`config.mk`:
```
export PLATFORM = sky130hd
export DESIGN_NAME = bcp_cmd_sequencer
export DESIGN_NICKNAME = d
export VERILOG_FILES = /design/src/rtl/bcp_cmd_sequencer.sv
export SDC_FILE = /design/constraint.sdc
export NUM_CORES = 1
export LEC_CHECK = 0
export ABC_AREA = 1
export BUFFER_PORTS_ARGS = -buffer_cell sky130_fd_sc_hd__buf_2
export CAP_MARGIN = 20
export CORE_AREA = 5 5 147 149
export CTS_CLUSTER_SIZE = 10
export DETAILED_ROUTE_END_ITERATION = 10
export DIE_AREA = 0 0 152 154
export PLACE_DENSITY = 0.76
export RECOVER_POWER = 100
export SLEW_MARGIN = 20
export SYNTH_ARGS = -nofsm -noshare
export SYNTH_HDL_FRONTEND = slang
export SYNTH_SLANG_ARGS = --single-unit
```
`constraint.sdc`:
```
create_clock -name S_AXI_ACLK -period 2.7 [get_ports S_AXI_ACLK]
set_clock_uncertainty 0.1 [all_clocks]
set_input_delay 0.81 -clock S_AXI_ACLK [delete_from_list [all_inputs] [get_ports S_AXI_ACLK]]
set_output_delay 0.81 -clock S_AXI_ACLK [all_outputs]
set_load 0.01 [all_outputs]
```
`src/rtl/bcp_cmd_sequencer.sv`:
```
// AXI4-Lite master that expands one BCP command (clause update or decision)
// into the ordered register write sequence of the accelerator slave.
module bcp_cmd_sequencer #(
    parameter int                          C_M_AXI_ADDR_WIDTH = 32,
    parameter int                          C_M_AXI_DATA_WIDTH = 32,
    parameter logic [C_M_AXI_ADDR_WIDTH-1:0] BASE_ADDR        = '0,
    parameter int                          GAP_CYCLES         = 2
) (
    input  logic                            S_AXI_ACLK,
    input  logic                            S_AXI_ARESETN,
    input  logic                            cmd_valid,
    output logic                            cmd_ready,
    input  logic [1:0]                      cmd_op,
    input  logic [29:0]                     cmd_clause_id,
    input  logic [31:0]                     cmd_lit1,
    input  logic [31:0]                     cmd_lit2,
    input  logic [31:0]                     cmd_lit3,
    output logic                            busy,
    output logic                            done,
    output logic [1:0]                      err,
    output logic [C_M_AXI_ADDR_WIDTH-1:0]   M_AXI_AWADDR,
    output logic [2:0]                      M_AXI_AWPROT,
    output logic                            M_AXI_AWVALID,
    input  logic                            M_AXI_AWREADY,
    output logic [C_M_AXI_DATA_WIDTH-1:0]   M_AXI_WDATA,
    output logic [C_M_AXI_DATA_WIDTH/8-1:0] M_AXI_WSTRB,
    output logic                            M_AXI_WVALID,
    input  logic                            M_AXI_WREADY,
    input  logic [1:0]                      M_AXI_BRESP,
    input  logic                            M_AXI_BVALID,
    output logic                            M_AXI_BREADY
);

    typedef enum logic [2:0] {S_IDLE, S_ISSUE, S_RESP, S_GAP, S_DONE} state_t;

    localparam logic [1:0] OP_CLAUSE = 2'd1;
    localparam logic [1:0] OP_DECIDE = 2'd2;
    localparam logic [1:0] ERR_OK    = 2'b00;
    localparam logic [1:0] ERR_SLV   = 2'b01;
    localparam logic [1:0] ERR_OP    = 2'b10;
    localparam int         GW        = (GAP_CYCLES > 1) ? $clog2(GAP_CYCLES) : 1;
    localparam logic [GW-1:0] GAP_LAST = GW'(GAP_CYCLES - 1);

    state_t                          state_q, state_d;
    logic [2:0]                      step_q, step_d;
    logic [GW-1:0]                   gap_q, gap_d;
    logic [1:0]                      op_q, op_d;
    logic [29:0]                     id_q, id_d;
    logic [31:0]                     lit1_q, lit1_d, lit2_q, lit2_d, lit3_q, lit3_d;
    logic [1:0]                      err_q, err_d;
    logic                            awvalid_q, awvalid_d, wvalid_q, wvalid_d;
    logic [C_M_AXI_ADDR_WIDTH-1:0]   awaddr_q, awaddr_d;
    logic [C_M_AXI_DATA_WIDTH-1:0]   wdata_q, wdata_d;
    logic [C_M_AXI_DATA_WIDTH/8-1:0] wstrb_q, wstrb_d;
    logic                            load;

    // Register offset of a step: reg1..reg3 for the literals, reg0 otherwise
    function automatic logic [C_M_AXI_ADDR_WIDTH-1:0] step_off(input logic [1:0] op,
                                                               input logic [2:0] step);
        logic [C_M_AXI_ADDR_WIDTH-1:0] off;
        off = '0;
        if (step >= 3'd1 && step <= 3'd3 && !(op == OP_DECIDE && step != 3'd1))
            off = C_M_AXI_ADDR_WIDTH'({step, 2'b00});
        return off;
    endfunction

    // Write data of a step; the final reg0 write is the command trigger
    function automatic logic [31:0] step_data(input logic [1:0] op, input logic [2:0] step,
                                              input logic [29:0] id, input logic [31:0] l1,
                                              input logic [31:0] l2, input logic [31:0] l3);
        logic [31:0] d;
        d = 32'h0;
        case (step)
            3'd1:    d = l1;
            3'd2:    d = (op == OP_DECIDE) ? 32'h2 : l2;
            3'd3:    d = l3;
            3'd4:    d = {id, 2'b01};
            default: d = 32'h0;
        endcase
        return d;
    endfunction

    // Next-state, step sequencing and AXI channel control
    always_comb begin
        state_d   = state_q;
        step_d    = step_q;
        gap_d     = gap_q;
        op_d      = op_q;
        id_d      = id_q;
        lit1_d    = lit1_q;
        lit2_d    = lit2_q;
        lit3_d    = lit3_q;
        err_d     = err_q;
        awvalid_d = awvalid_q;
        wvalid_d  = wvalid_q;
        awaddr_d  = awaddr_q;
        wdata_d   = wdata_q;
        wstrb_d   = wstrb_q;
        load      = 1'b0;
        case (state_q)
            S_IDLE: begin
                if (cmd_valid) begin
                    op_d   = cmd_op;
                    id_d   = cmd_clause_id;
                    lit1_d = cmd_lit1;
                    lit2_d = cmd_lit2;
                    lit3_d = cmd_lit3;
                    step_d = 3'd0;
                    gap_d  = '0;
                    if (cmd_op == OP_CLAUSE || cmd_op == OP_DECIDE) begin
                        err_d   = ERR_OK;
                        state_d = S_ISSUE;
                        load    = 1'b1;
                    end else begin
                        err_d   = ERR_OP;
                        state_d = S_DONE;
                    end
                end
            end
            S_ISSUE: begin
                // each channel drops its valid on its own handshake
                if (M_AXI_AWREADY) awvalid_d = 1'b0;
                if (M_AXI_WREADY)  wvalid_d  = 1'b0;
                if ((!awvalid_q || M_AXI_AWREADY) && (!wvalid_q || M_AXI_WREADY)) begin
                    state_d = S_RESP;
                    wstrb_d = '0;
                end
            end
            S_RESP: begin
                if (M_AXI_BVALID) begin
                    if (M_AXI_BRESP != 2'b00) begin
                        err_d   = ERR_SLV;
                        state_d = S_DONE;
                    end else if (step_q == ((op_q == OP_CLAUSE) ? 3'd4 : 3'd2)) begin
                        state_d = S_DONE;
                    end else begin
                        step_d = step_q + 3'd1;
                        if (GAP_CYCLES == 0) begin
                            state_d = S_ISSUE;
                            load    = 1'b1;
                        end else begin
                            state_d = S_GAP;
                            gap_d   = '0;
                        end
                    end
                end
            end
            S_GAP: begin
                if (gap_q == GAP_LAST) begin
                    state_d = S_ISSUE;
                    load    = 1'b1;
                end else begin
                    gap_d = gap_q + 1'b1;
                end
            end
            S_DONE:  state_d = S_IDLE;
            default: state_d = S_IDLE;
        endcase
        // op_d/step_d already hold the values of the write being launched
        if (load) begin
            awvalid_d = 1'b1;
            wvalid_d  = 1'b1;
            awaddr_d  = BASE_ADDR + step_off(op_d, step_d);
            wdata_d   = step_data(op_d, step_d, id_d, lit1_d, lit2_d, lit3_d);
            wstrb_d   = '1;
        end
    end

    // State and datapath registers with synchronous reset
    always_ff @(posedge S_AXI_ACLK) begin
        if (!S_AXI_ARESETN) begin
            state_q   <= S_IDLE;
            step_q    <= '0;
            gap_q     <= '0;
            op_q      <= '0;
            id_q      <= '0;
            lit1_q    <= '0;
            lit2_q    <= '0;
            lit3_q    <= '0;
            err_q     <= ERR_OK;
            awvalid_q <= 1'b0;
            wvalid_q  <= 1'b0;
            awaddr_q  <= '0;
            wdata_q   <= '0;
            wstrb_q   <= '0;
        end else begin
            state_q   <= state_d;
            step_q    <= step_d;
            gap_q     <= gap_d;
            op_q      <= op_d;
            id_q      <= id_d;
            lit1_q    <= lit1_d;
            lit2_q    <= lit2_d;
            lit3_q    <= lit3_d;
            err_q     <= err_d;
            awvalid_q <= awvalid_d;
            wvalid_q  <= wvalid_d;
            awaddr_q  <= awaddr_d;
            wdata_q   <= wdata_d;
            wstrb_q   <= wstrb_d;
        end
    end

    assign cmd_ready     = (state_q == S_IDLE);
    assign busy          = (state_q != S_IDLE);
    assign done          = (state_q == S_DONE);
    assign err           = err_q;
    assign M_AXI_AWADDR  = awaddr_q;
    assign M_AXI_AWPROT  = 3'b000;
    assign M_AXI_AWVALID = awvalid_q;
    assign M_AXI_WDATA   = wdata_q;
    assign M_AXI_WSTRB   = wstrb_q;
    assign M_AXI_WVALID  = wvalid_q;
    assign M_AXI_BREADY  = (state_q == S_RESP);

endmodule

```
==> reports/results.md, run 1 <==
| Stage | Quantity | Reported |
|:---|:---|:---|
| outcome | Result of the run | complete, no violations |
| placed design | Gpl congestion | 0.894 |
| setup path | CP max FO | 46 |
| power | Share of power burned in combinational logic | 25.3% |
| yosys | Post-synthesis area per instance | 7.28 sq um |
| yosys | Area of the mapped netlist | 8850 sq um |
| yosys | Biggest area contributors in the synthesized netlist | dfxtp_1, nand2_1, nor2_1 |
| grt | Met1 Resource Use GR | 25.9% |
| placed design | Detail Placement HPWL | 17900 um |
| yosys | Number of distinct library cells after synthesis | 37 |
| timing | Slew at the pin closest to its max-slew limit | 0.889 ns |
| timing | Slew margin rel. | 40.7% |
| clock network | TritonCTS clock tree | done |
| clock network | Number of H-tree levels | 4 |
| yosys | Number of enable flip-flop cells after synthesis | 0 |
| clock network | CTS Buffer Depth | 2 |
| die | Die Span X | 152 um |
| power | Power Dens Cells | 725 nW/um^2 |
| route | First-pass detailed-route iteration total | 6 |
| grt | Largest net degree at the start of global routing | 63 |
| timing | Final cycle utilization of the critical path | 88.9% |
| power | Pleak | 4.90 nW |
| cells and area | Signed area change from the synthesized netlist to the final layout | 18.5% |
| timing | RSZ-0062 raised after global routing | false |
| job | Max_cap viols | 0 |
| grt | Top Usage Layer GRT | met2 |
| placed design | Worst setup slack before clock tree synthesis | -0.0786 ns |
| cells and area | Number of standard cells in the final layout excluding fillers | 1634 |
| grt | Global-route wire length before repair | 40800 um |
| power | Sequential power share | 39.2% |
| clock network | Hold bufs inserted after CTS | 0 |
| timing | Number of slew-limit violations in the final report | 0 |
| clock network | Worst-skew pair later-pin latency | 0.43 ns |
| die | Core region area | 20000 sq um |
| timing | Final setup violation count | 0 |
| yosys | Synth area leader | dfxtp_1 |
| setup path | Nature of the critical path endpoint | flip-flop |
| cells and area | Most frequent cells in the layout | dfxtp_1, nand2_1, nor2_1 |
| yosys | Predominant post-synthesis flop cell | dfxtp_1 |
| timing | Fmax | 417 MHz |
| power | Total internal power | 5.34 mW |
| route | Detailed-route wire length per cell | 15.8 um |
| route | Routed wire length | 25800 um |
| placed design | # placed instances | 1601 |
| power | Net switching power of the design | 2.26 mW |
| timing | Minimum period implied by the final worst setup slack | 2.40 ns |
| die | Initial Utilization | 44.1% |
| route | Vias after detailed routing | 8355 |
| clock network | Num CTS Buffers | 17 |
| clock network | Clock-pin transition on the worst setup and hold timing paths | 0.07 ns |
| die | Area of the die | 23400 sq um |
| timing | Minimum setup slack in the final design | 0.301 ns |
| die | IO Count | 215 |
| grt | Global routing usage on met2 | 36.3% |
| cells and area | Share of post-route cells with drive strength above 1 | 21.0% |
| setup path | Required time at the endpoint of the critical path | 2.88 ns |
| grt | Antenna violations before repair | 5 |
| timing | Final hold vios | 0 |
| placed design | Number of buffers added on ports | 182 |
| route | Number of nets with antenna violations after routing | 0 |
| grt | Routing usage on met3 | 5.56% |
| power | Clk network pwr share | 35.5% |
| die | Chip Height | 154 um |
| clock network | Root Driver | clkbuf_16 |
| setup path | CP Class | in -> reg |
| die | Rows | 52 |
| timing | Final hold slack | 0.332 ns |
| yosys | Share of the synthesized area in the top cell type | 39.6% |
| power | Largest voltage drop on the vdd net | 0.513 mV |
| setup path | CP arrival | 2.58 ns |
| grt | Congestion Overflow GR | 0 |
| grt | Via count of the first global-routing pass | 7991 |
| route | Remaining design rule violation count | 0 |
| yosys | FFs w/ async S/R, synth | 0% |
| route | Count of routing violations after the opening detailed-route iteration | 626 |
| yosys | Post-synthesis instance total | 1215 |
| route | Vias per Instance | 5.11 |
| yosys | Number of synthesized register bits | 175 |
| clock network | Post-cts repair resize count | 0 |
| hold path | Hold crit path type | reg -> reg |
| clock network | # clock sinks | 175 |
| yosys | Yosys warning total | 0 |
| cells and area | Number of nets at the end of the flow | 1487 |
| setup path | Startpoint kind of the worst setup timing path | input port |
| cells and area | Most frequent standard cell in the layout excluding fill and tap cells | dfxtp_1 |
| power | Fraction of power spent switching nets | 29.8% |
| clock network | Post-CTS Setup Repair Bufs | 0 |
| grt | All-layer global routing usage | 21.2% |
| yosys | Seq/Total Area, Yosys | 39.6% |
## stage by stage
step	utilization (%)	cell area [sq um]	TNS (ns)	total power, mW
global route	52.3	10500	0	8.01
floorplan	-	8960	0	4.49
finish	52.3	10500	0	7.60
CTS	52.8	10600	0	7.66
global placement	49.6	9930	0	4.92
detailed placement	49.6	9930	-0.776	4.97
## sequential cells by signal, indices dropped and copies added, names as in the netlist, 2 cells and up
name and count:
err 2, lit2_q 32, id_q 30, state_q 3
lit3_q 32, op_q 2, step_q 3, lit1_q 32
M_AXI_AWADDR 3, M_AXI_WDATA 32
## path summary, 6_finish.rpt
check | startpoint | to | slack, ns | cells after the start
hold reg to reg | M_AXI_AWADDR[4] | M_AXI_AWADDR[4] | 0.33 | 2
setup / recovery | S_AXI_ARESETN | lit1_q[13] | 0.30 | 4
hold / removal | M_AXI_AWADDR[4] | M_AXI_AWADDR[4] | 0.33 | 2
setup reg to reg | state_q[1] | M_AXI_WDATA[1] | 0.32 | 10
## per-layer routing
metal  up-vias  share of wire (%)
li1       4148                  -
met1      3863                 41
met2       287                 49
met3        49                7.6
met4         8                2.5
met5         -               0.20
## cell type report
| type | instances | area (sq um) |
|---|---|---|
| Antenna cell | 1 | 2.50 |
| Clock buffer | 20 | 467 |
| Clock inverter | 12 | 181 |
| Fill cell | 2009 | 9560 |
| Inverter | 121 | 454 |
| Multi-Input combinational cell | 827 | 4320 |
| Sequential cell | 175 | 3500 |
| Tap cell | 270 | 338 |
| Timing Repair Buffer | 208 | 1210 |
## power groups by stage
stage / sequential, mW / combinational [mW] / clock (mW)
after floorplan: 3.02 / 1.47 / 0
after global placement: 3.02 / 1.90 / 0
after detailed placement: 3.04 / 1.93 / 0
after CTS: 2.98 / 1.95 / 2.73
after global routing: 3.01 / 2.17 / 2.83
final: 2.98 / 1.93 / 2.70
## Yosys cell counts (43+ instances only)
master,number
clkbuf_1,44
dfxtp_1,175
o21ai_1,58
o21ai_0,44
buf_4,43
o21a_1,62
a21oi_1,73
nor2_1,140
nand4_1,62
nand2_1,155
inv_1,111
or2_2,63
## critical path: stages
cell and delay, ns:
clkbuf_1 0.15, inv_2 0.64, buf_2 0.83, nor2_1 0.12
## logic make-up after synthesis
family,Yosys count,synth area share (%)
AND/OR/NAND/NOR,544,30.7
AO/OA/AOI/OAI,246,16.2
buffers and inverters,244,12.9
flip-flops,175,39.6
multiplexers,3,0.339
adder cells (fa/ha/maj),1,0.141
other,1,0.0424
XOR/XNOR,1,0.0990
Note: power is estimated with default switching activity, not from simulation.
==> inputs of run 2 (changes only) <==
--- a/config.mk
+++ b/config.mk
@@ -9,8 +9,8 @@
 export BUFFER_PORTS_ARGS = -buffer_cell sky130_fd_sc_hd__buf_2
 export CAP_MARGIN = 20
-export CORE_AREA = 5 5 147 149
+export CORE_AREA = 2 2 144 146
 export CTS_CLUSTER_SIZE = 10
 export DETAILED_ROUTE_END_ITERATION = 10
-export DIE_AREA = 0 0 152 154
+export DIE_AREA = 0 0 146 148
 export PLACE_DENSITY = 0.76
 export RECOVER_POWER = 100
==> constraint.sdc (replaced) <==
create_clock -name S_AXI_ACLK -period 2.7 [get_ports S_AXI_ACLK]
set_clock_uncertainty 0.1 [all_clocks]
set_input_delay 0.405 -clock S_AXI_ACLK [delete_from_list [all_inputs] [get_ports S_AXI_ACLK]]
set_output_delay 0.405 -clock S_AXI_ACLK [all_outputs]
set_load 0.01 [all_outputs]
==> reports/results.md, run 2 (same netlist as run 1, synthesis figures left out) <==
| Stage | Quantity | Reported | Delta |
|:---|:---|:---|:---|
| hold path | Hold crit path type | in -> reg | was reg -> reg |
| hold path | Capture endpoint of the worst hold path | id_q[10] | was M_AXI_AWADDR[4] |
| timing | Final hold vios | 0 | unchanged |
| setup path | CP arrival | 2.72 ns | was 2.58 ns |
| power | Net switching power of the design | 2.29 mW | was 2.26 mW |
| power | Largest voltage drop on the vdd net | 0.487 mV | was 0.513 mV |
| grt | Congestion Overflow GR | 0 | unchanged |
| cells and area | Number of nets at the end of the flow | 1478 | was 1487 |
| grt | All-layer global routing usage | 22.9% | was 21.2% |
| hold path | Startpoint of the tightest hold check path | cmd_clause_id[10] | was M_AXI_AWADDR[4] |
| setup path | Cell Chain, Critical Path | inv_1 -> nor2_1 -> nand2_1 -> nand3_1 -> nand2_1 -> nand2_4 -> nand2_4 -> nor2_4 -> nand4_1 -> nand2_1 -> o21ai_1 -> a21oi_1 | was clkbuf_1 -> inv_2 -> buf_2 -> nor2_1 |
| power | Share of power burned in combinational logic | 25.8% | was 25.3% |
| clock network | Root Driver | clkbuf_16 | unchanged |
| power | Total internal power | 5.02 mW | was 5.34 mW |
| route | Vias after detailed routing | 8236 | was 8355 |
| grt | Largest net degree at the start of global routing | 114 | was 63 |
| die | Rows | 52 | unchanged |
| route | Count of routing violations after the opening detailed-route iteration | 576 | was 626 |
| setup path | Length in cells of the worst reg-to-reg path | 12 | was 10 |
| clock network | CTS Buffer Depth | 2 | unchanged |
| timing | Setup Total Neg Slack | 0 ns | unchanged |
| clock network | Worst-skew pair later-pin latency | 0.43 ns | about the same |
| clock network | TritonCTS clock tree | done | unchanged |
| timing | Minimum period implied by the final worst setup slack | 2.46 ns | was 2.40 ns |
| outcome | Result of the run | complete, no violations | unchanged |
| cells and area | Core occupancy in the finished layout | 51.1% | was 52.3% |
| setup path | Number of buffer and inverter instances along the worst setup path | 1 | was 3 |
| route | Number of nets with antenna violations after routing | 0 | unchanged |
| job | Max_cap viols | 0 | unchanged |
| route | Routed wire length | 25000 um | was 25800 um |
| power | Clk network pwr share | 33.5% | was 35.5% |
| placed design | Detail Placement HPWL | 17000 um | was 17900 um |
| clock network | Hold bufs inserted after CTS | 0 | unchanged |
| cells and area | Finished layout cell area | 10200 sq um | was 10500 sq um |
| timing | Final cycle utilization of the critical path | 91.0% | was 88.9% |
| cells and area | Most frequent standard cell in the layout excluding fill and tap cells | dfxtp_1 | unchanged |
| setup path | CP max FO | 32 | was 46 |
| grt | Via count of the first global-routing pass | 7780 | was 7991 |
| die | Die Span X | 146 um | was 152 um |
| setup path | Critical path's largest stage delay | 0.64 ns | was 0.83 ns |
| cells and area | Signed area change from the synthesized netlist to the final layout | 15.9% | was 18.5% |
| setup path | Critical path's most frequent cell | nand2_1 |  |
| clock network | Number of H-tree levels | 4 | unchanged |
| setup path | Critical path's top delay family | simple AND/OR/NAND/NOR gates | was buffers and inverters |
| power | Fraction of power spent switching nets | 31.3% | was 29.8% |
| clock network | # clock sinks | 175 | unchanged |
| timing | Slew margin rel. | 41.7% | was 40.7% |
| die | IO Count | 215 | unchanged |
| power | Sequential power share | 40.8% | was 39.2% |
| placed design | # placed instances | 1592 | was 1601 |
| setup path | CP Class | reg -> reg | was in -> reg |
| clock network | Num CTS Buffers | 17 | unchanged |
| cells and area | Filler Cells Inserted | 2020 | was 2009 |
| cells and area | Share of post-route cells with drive strength above 1 | 20.5% | was 21.0% |
| setup path | Nature of the critical path endpoint | flip-flop | unchanged |
| route | Remaining design rule violation count | 0 | unchanged |
| setup path | Required time at the endpoint of the critical path | 2.96 ns | was 2.88 ns |
| die | Initial Utilization | 44.1% | unchanged |
| grt | Global-route wire length before repair | 39400 um | was 40800 um |
| timing | Number of slew-limit violations in the final report | 0 | unchanged |
| placed design | Standard cell area after detailed placement | 9740 sq um | was 9930 sq um |
| setup path | Slowest cell on the critical path | nor2_4 | was buf_2 |
| placed design | Gpl congestion | 0.903 | was 0.894 |
| route | Detailed-route wire length per cell | 15.4 um | was 15.8 um |
| power | Power Dens Cells | 712 nW/um^2 | was 725 nW/um^2 |
| hold path | Worst hold path depth | 3 | was 2 |
| route | Vias per Instance | 5.07 | was 5.11 |
| clock network | Clock-pin transition on the worst setup and hold timing paths | 0.07 ns | about the same |
| cells and area | Most frequent cells in the layout | dfxtp_1, nand2_1, nor2_1 | unchanged |
| placed design | Number of buffers added on ports | 182 | unchanged |
| power | Pleak | 4.78 nW | was 4.90 nW |
| die | Area of the die | 21600 sq um | was 23400 sq um |
| setup path | Capture point of the worst reg-to-reg path | M_AXI_WDATA[8] | was M_AXI_WDATA[1] |
| grt | Antenna violations before repair | 5 | unchanged |
| timing | RSZ-0062 raised after global routing | false | unchanged |
| cells and area | Number of standard cells in the final layout excluding fillers | 1626 | was 1634 |
| setup path | Reg2Reg Launch Point | op_q[0] | was state_q[1] |
| route | First-pass detailed-route iteration total | 5 | was 6 |
| setup path | Worst setup slack for register-to-register paths | 0.24 ns | was 0.32 ns |
| timing | Final setup violation count | 0 | unchanged |
| clock network | Post-CTS Setup Repair Bufs | 0 | unchanged |
| die | Core region area | 20000 sq um | unchanged |
| timing | Fmax | 407 MHz | was 417 MHz |
| die | Chip Height | 148 um | was 154 um |
| timing | Slew at the pin closest to its max-slew limit | 0.873 ns | was 0.889 ns |
| setup path | Startpoint kind of the worst setup timing path | flip-flop | was input port |
[run 2: layout make-up]
type	instances	area, sq um	area share, %
sequential	175	3500	34.2
tap	270	338	3.30
antenna	2	5.00	0.0488
timing repair buffer	199	1050	10.3
clock buffer	18	429	4.19
clock inverter	14	144	1.40
multi-input combinational	827	4320	42.2
inverter	121	457	4.46
[run 2: worst max-delay path by stage]
stage / start / to / depth (start not counted)
after floorplan: step_q[1] / M_AXI_WDATA[10] / 13
after global placement: M_AXI_BRESP[0] / M_AXI_WDATA[18] / 12
after global routing: step_q[1] / M_AXI_WDATA[20] / 11
after CTS: state_q[1] / M_AXI_WDATA[8] / 10
final: op_q[0] / M_AXI_WDATA[8] / 12
after detailed placement: M_AXI_BRESP[0] / M_AXI_WDATA[8] / 12
[run 2: stage by stage]
stage | hold WS [ns] | setup slack, ns | total power [mW]
after detailed placement | 0.324 | 0.167 | 4.92
final | 0.162 | 0.242 | 7.30
after CTS | 0.144 | 0.209 | 7.36
after global routing | 0.165 | 0.0179 | 7.69
after global placement | 0.319 | 0.208 | 4.89
after floorplan | 0.348 | 0.828 | 4.49
[run 2: what timing repair did]
action	4_1_cts	5_1_grt
resized for setup	0	1
endpoints found under the hold margin	0	0
setup endpoints to repair	0	2
[run 2: tightest hold or removal path: cells and delay by family]
kind	cells	cell delay [ns]
buffers and inverters	1	0.07
and+or+nand+nor	1	0.09
AOI/OAI and AO/OA	1	0.09
[run 2: routing by layer]
layer	wire length (um)	vias up	GRT usage (%)
met3	1680	39	5.62
met2	12400	271	40.2
met4	487	4	7.33
li1	-	4124	-
met5	25	-	0
met1	10400	3798	27.6
[run 2: power by group through the flow]
stage | Sequential (mW) | Combinational [mW] | Clock (mW)
after detailed placement | 3.04 | 1.89 | 0
final | 2.98 | 1.88 | 2.44
after floorplan | 3.02 | 1.47 | 0
after global routing | 3.01 | 2.11 | 2.58
after CTS | 2.98 | 1.91 | 2.47
after global placement | 3.02 | 1.86 | 0
==> inputs of run 3 (changes only) <==
clock period = 2.5 ns   (was 2.7 ns; I/O delays follow)
==> reports/results.md, run 3 (same netlist as run 1, synthesis figures left out) <==
| Stage | Quantity | Reported | Delta |
|:---|:---|:---|:---|
| outcome | Result of the run | complete, no violations | unchanged |
| timing | Slew at the pin closest to its max-slew limit | 0.672 ns | was 0.873 ns |
| placed design | Gpl congestion | 0.911 | was 0.903 |
| cells and area | Number of standard cells in the final layout excluding fillers | 1638 | was 1626 |
| cells and area | Share of post-route cells with drive strength above 1 | 21.3% | was 20.5% |
| timing | Minimum period implied by the final worst setup slack | 2.35 ns | was 2.46 ns |
| route | Number of nets with antenna violations after routing | 0 | unchanged |
| die | Chip Height | 148 um | unchanged |
| power | Post-layout total power | 8.28 mW | was 7.30 mW |
| setup path | Critical path's largest stage delay | 0.35 ns | was 0.64 ns |
| clock network | Num CTS Buffers | 17 | unchanged |
| clock network | Root Driver | clkbuf_16 | unchanged |
| power | Largest voltage drop on the vdd net | 0.494 mV | was 0.487 mV |
| cells and area | Most frequent cells in the layout | dfxtp_1, nand2_1, nor2_1 | unchanged |
| grt | Antenna violations before repair | 5 | unchanged |
| timing | Final setup violation count | 0 | unchanged |
| route | First-pass detailed-route iteration total | 8 | was 5 |
| clock network | Worst-skew pair later-pin latency | 0.43 ns | about the same |
| cells and area | Signed area change from the synthesized netlist to the final layout | 18.6% | was 15.9% |
| route | Vias per Instance | 5.21 | was 5.07 |
| die | Initial Utilization | 44.1% | unchanged |
| timing | Fmax | 425 MHz | was 407 MHz |
| placed design | Detail Placement HPWL | 17200 um | was 17000 um |
| cells and area | Register area | 3500 sq um | about the same |
| timing | Final cycle utilization of the critical path | 94.2% | was 91.0% |
| setup path | Cell Chain, Critical Path | nor2_1 -> nand2_1 -> nor2_1 -> buf_12 -> buf_12 -> nand2_1 -> nand2_1 -> buf_4 -> o21ai_1 -> a21oi_1 | was inv_1 -> nor2_1 -> nand2_1 -> nand3_1 -> nand2_1 -> nand2_4 -> nand2_4 -> nor2_4 -> nand4_1 -> nand2_1 -> o21ai_1 -> a21oi_1 |
| hold path | Hold crit path type | in -> reg | unchanged |
| job | Max_cap viols | 0 | unchanged |
| clock network | Clock-pin transition on the worst setup and hold timing paths | 0.07 ns | about the same |
| route | Count of routing violations after the opening detailed-route iteration | 643 | was 576 |
| clock network | Number of H-tree levels | 4 | unchanged |
| cells and area | Footprint of the multi-input gates | 4380 sq um | was 4320 sq um |
| setup path | Slowest cell on the critical path | dfxtp_1 | was nor2_4 |
| die | Die Span X | 146 um | unchanged |
| grt | All-layer global routing usage | 23.3% | was 22.9% |
| timing | RSZ-0062 raised after global routing | false | unchanged |
| setup path | Startpoint kind of the worst setup timing path | flip-flop | unchanged |
| setup path | CP arrival | 2.62 ns | was 2.72 ns |
| cells and area | Filler Cells Inserted | 2001 | was 2020 |
| die | Area of the die | 21600 sq um | unchanged |
| timing | Slew margin rel. | 55.2% | was 41.7% |
| route | Detailed-route wire length per cell | 16.1 um | was 15.4 um |
| setup path | Nature of the critical path endpoint | flip-flop | unchanged |
| placed design | # placed instances | 1593 | was 1592 |
| timing | Number of slew-limit violations in the final report | 0 | unchanged |
| setup path | Critical path's most frequent cell | nand2_1 | unchanged |
| grt | Via count of the first global-routing pass | 7899 | was 7780 |
| clock network | TritonCTS clock tree | done | unchanged |
| die | Rows | 52 | unchanged |
| grt | Global-route wire length before repair | 39800 um | was 39400 um |
| placed design | Number of buffers added on ports | 182 | unchanged |
| cells and area | Most frequent standard cell in the layout excluding fill and tap cells | dfxtp_1 | unchanged |
| setup path | Required time at the endpoint of the critical path | 2.76 ns | was 2.96 ns |
| timing | Final hold vios | 0 | unchanged |
| setup path | CP max FO | 37 | was 32 |
| cells and area | Number of nets at the end of the flow | 1487 | was 1478 |
| grt | Largest net degree at the start of global routing | 71 | was 114 |
| power | Pleak | 4.89 nW | was 4.78 nW |
| route | Routed wire length | 26300 um | was 25000 um |
| setup path | CP Class | reg -> reg | unchanged |
| clock network | CTS Buffer Depth | 2 | unchanged |
| die | Core region area | 20000 sq um | unchanged |
| power | Power Dens Cells | 789 nW/um^2 | was 712 nW/um^2 |
| route | Vias after detailed routing | 8534 | was 8236 |
| die | IO Count | 215 | unchanged |
| grt | Congestion Overflow GR | 0 | unchanged |
| route | Remaining design rule violation count | 0 | unchanged |
| setup path | Number of buffer and inverter instances along the worst setup path | 3 | was 1 |
| setup path | Critical path's top delay family | simple AND/OR/NAND/NOR gates | unchanged |
| clock network | # clock sinks | 175 | unchanged |
-- run 3: cell types whose count changed in the layout (fill, tap and decap cells not counted), moves of 3 or more --
| cell | change |
|---|---|
| o21ai_0 | -27 |
| o21ai_1 | +27 |
| buf_12 | +4 |
| clkbuf_1 | -4 |
| clkinv_2 | -4 |
| clkinvlp_4 | -4 |
| inv_6 | +4 |
| buf_4 | +3 |
| diode_2 | +3 |
-- run 3: area by class of cell --
cell class / count / area share [%]
multi-input combinational: 831 / 41.7
clock inverter: 13 / 1.88
clock buffer: 19 / 4.32
inverter: 121 / 4.40
sequential: 175 / 33.4
antenna: 5 / 0.119
timing repair buffer: 204 / 10.9
tap: 270 / 3.22
-- run 3: worst reg2reg max path, delay by kind of cell, from the launching register on --
family,cells,cell delay [ns]
AO/OA/AOI/OAI,2,0.25
buffers and inverters,3,0.67
flip-flops,1,0.35
AND/OR/NAND/NOR,5,0.92
-- run 3: timing repair --
action                     in CTS  in global routing
setup endpoints to repair       0                 34
resized for setup               0                  9
setup buffers                   0                  4
hold buffers                    0                  0
-- run 3: metal layers --
layer	routed length [um]	global-route usage, %	vias up
li1	-	-	4168
met1	10900	28.6	3947
met2	12600	39.2	352
met3	2010	5.52	63
met4	879	9.76	4
met5	24	0	-
-- run 3: path summary, 6_finish.rpt --
kind | startpoint | endpoint | slack (ns) | depth (start not counted)
max | state_q[2] | M_AXI_WDATA[4] | 0.15 | 10
min | cmd_clause_id[29] | id_q[29] | 0.12 | 3
max reg2reg | state_q[2] | M_AXI_WDATA[4] | 0.15 | 10
min reg2reg | M_AXI_AWADDR[4] | M_AXI_AWADDR[4] | 0.34 | 2
-- run 3: report_power, final --
group / switching (mW) / total, mW / internal [mW]
registers: 0.0850 / 3.22 / 3.13
clock network: 1.19 / 2.94 / 1.75
logic: 1.26 / 2.12 / 0.864
total: 2.53 / 8.28 / 5.75
-- run 3: stage by stage --
step,instance area [sq um],worst slack (ns),util (%),hold slack (ns),TNS (ns)
floorplan,8960,0.628,-,0.348,0
global route,10500,0.00516,52.3,0.132,0
global placement,9770,0.000134,48.8,0.319,0
finish,10500,0.146,52.3,0.125,0
CTS,10400,0.0187,52.0,0.111,0
detailed placement,9770,-0.0625,48.8,0.329,-0.573
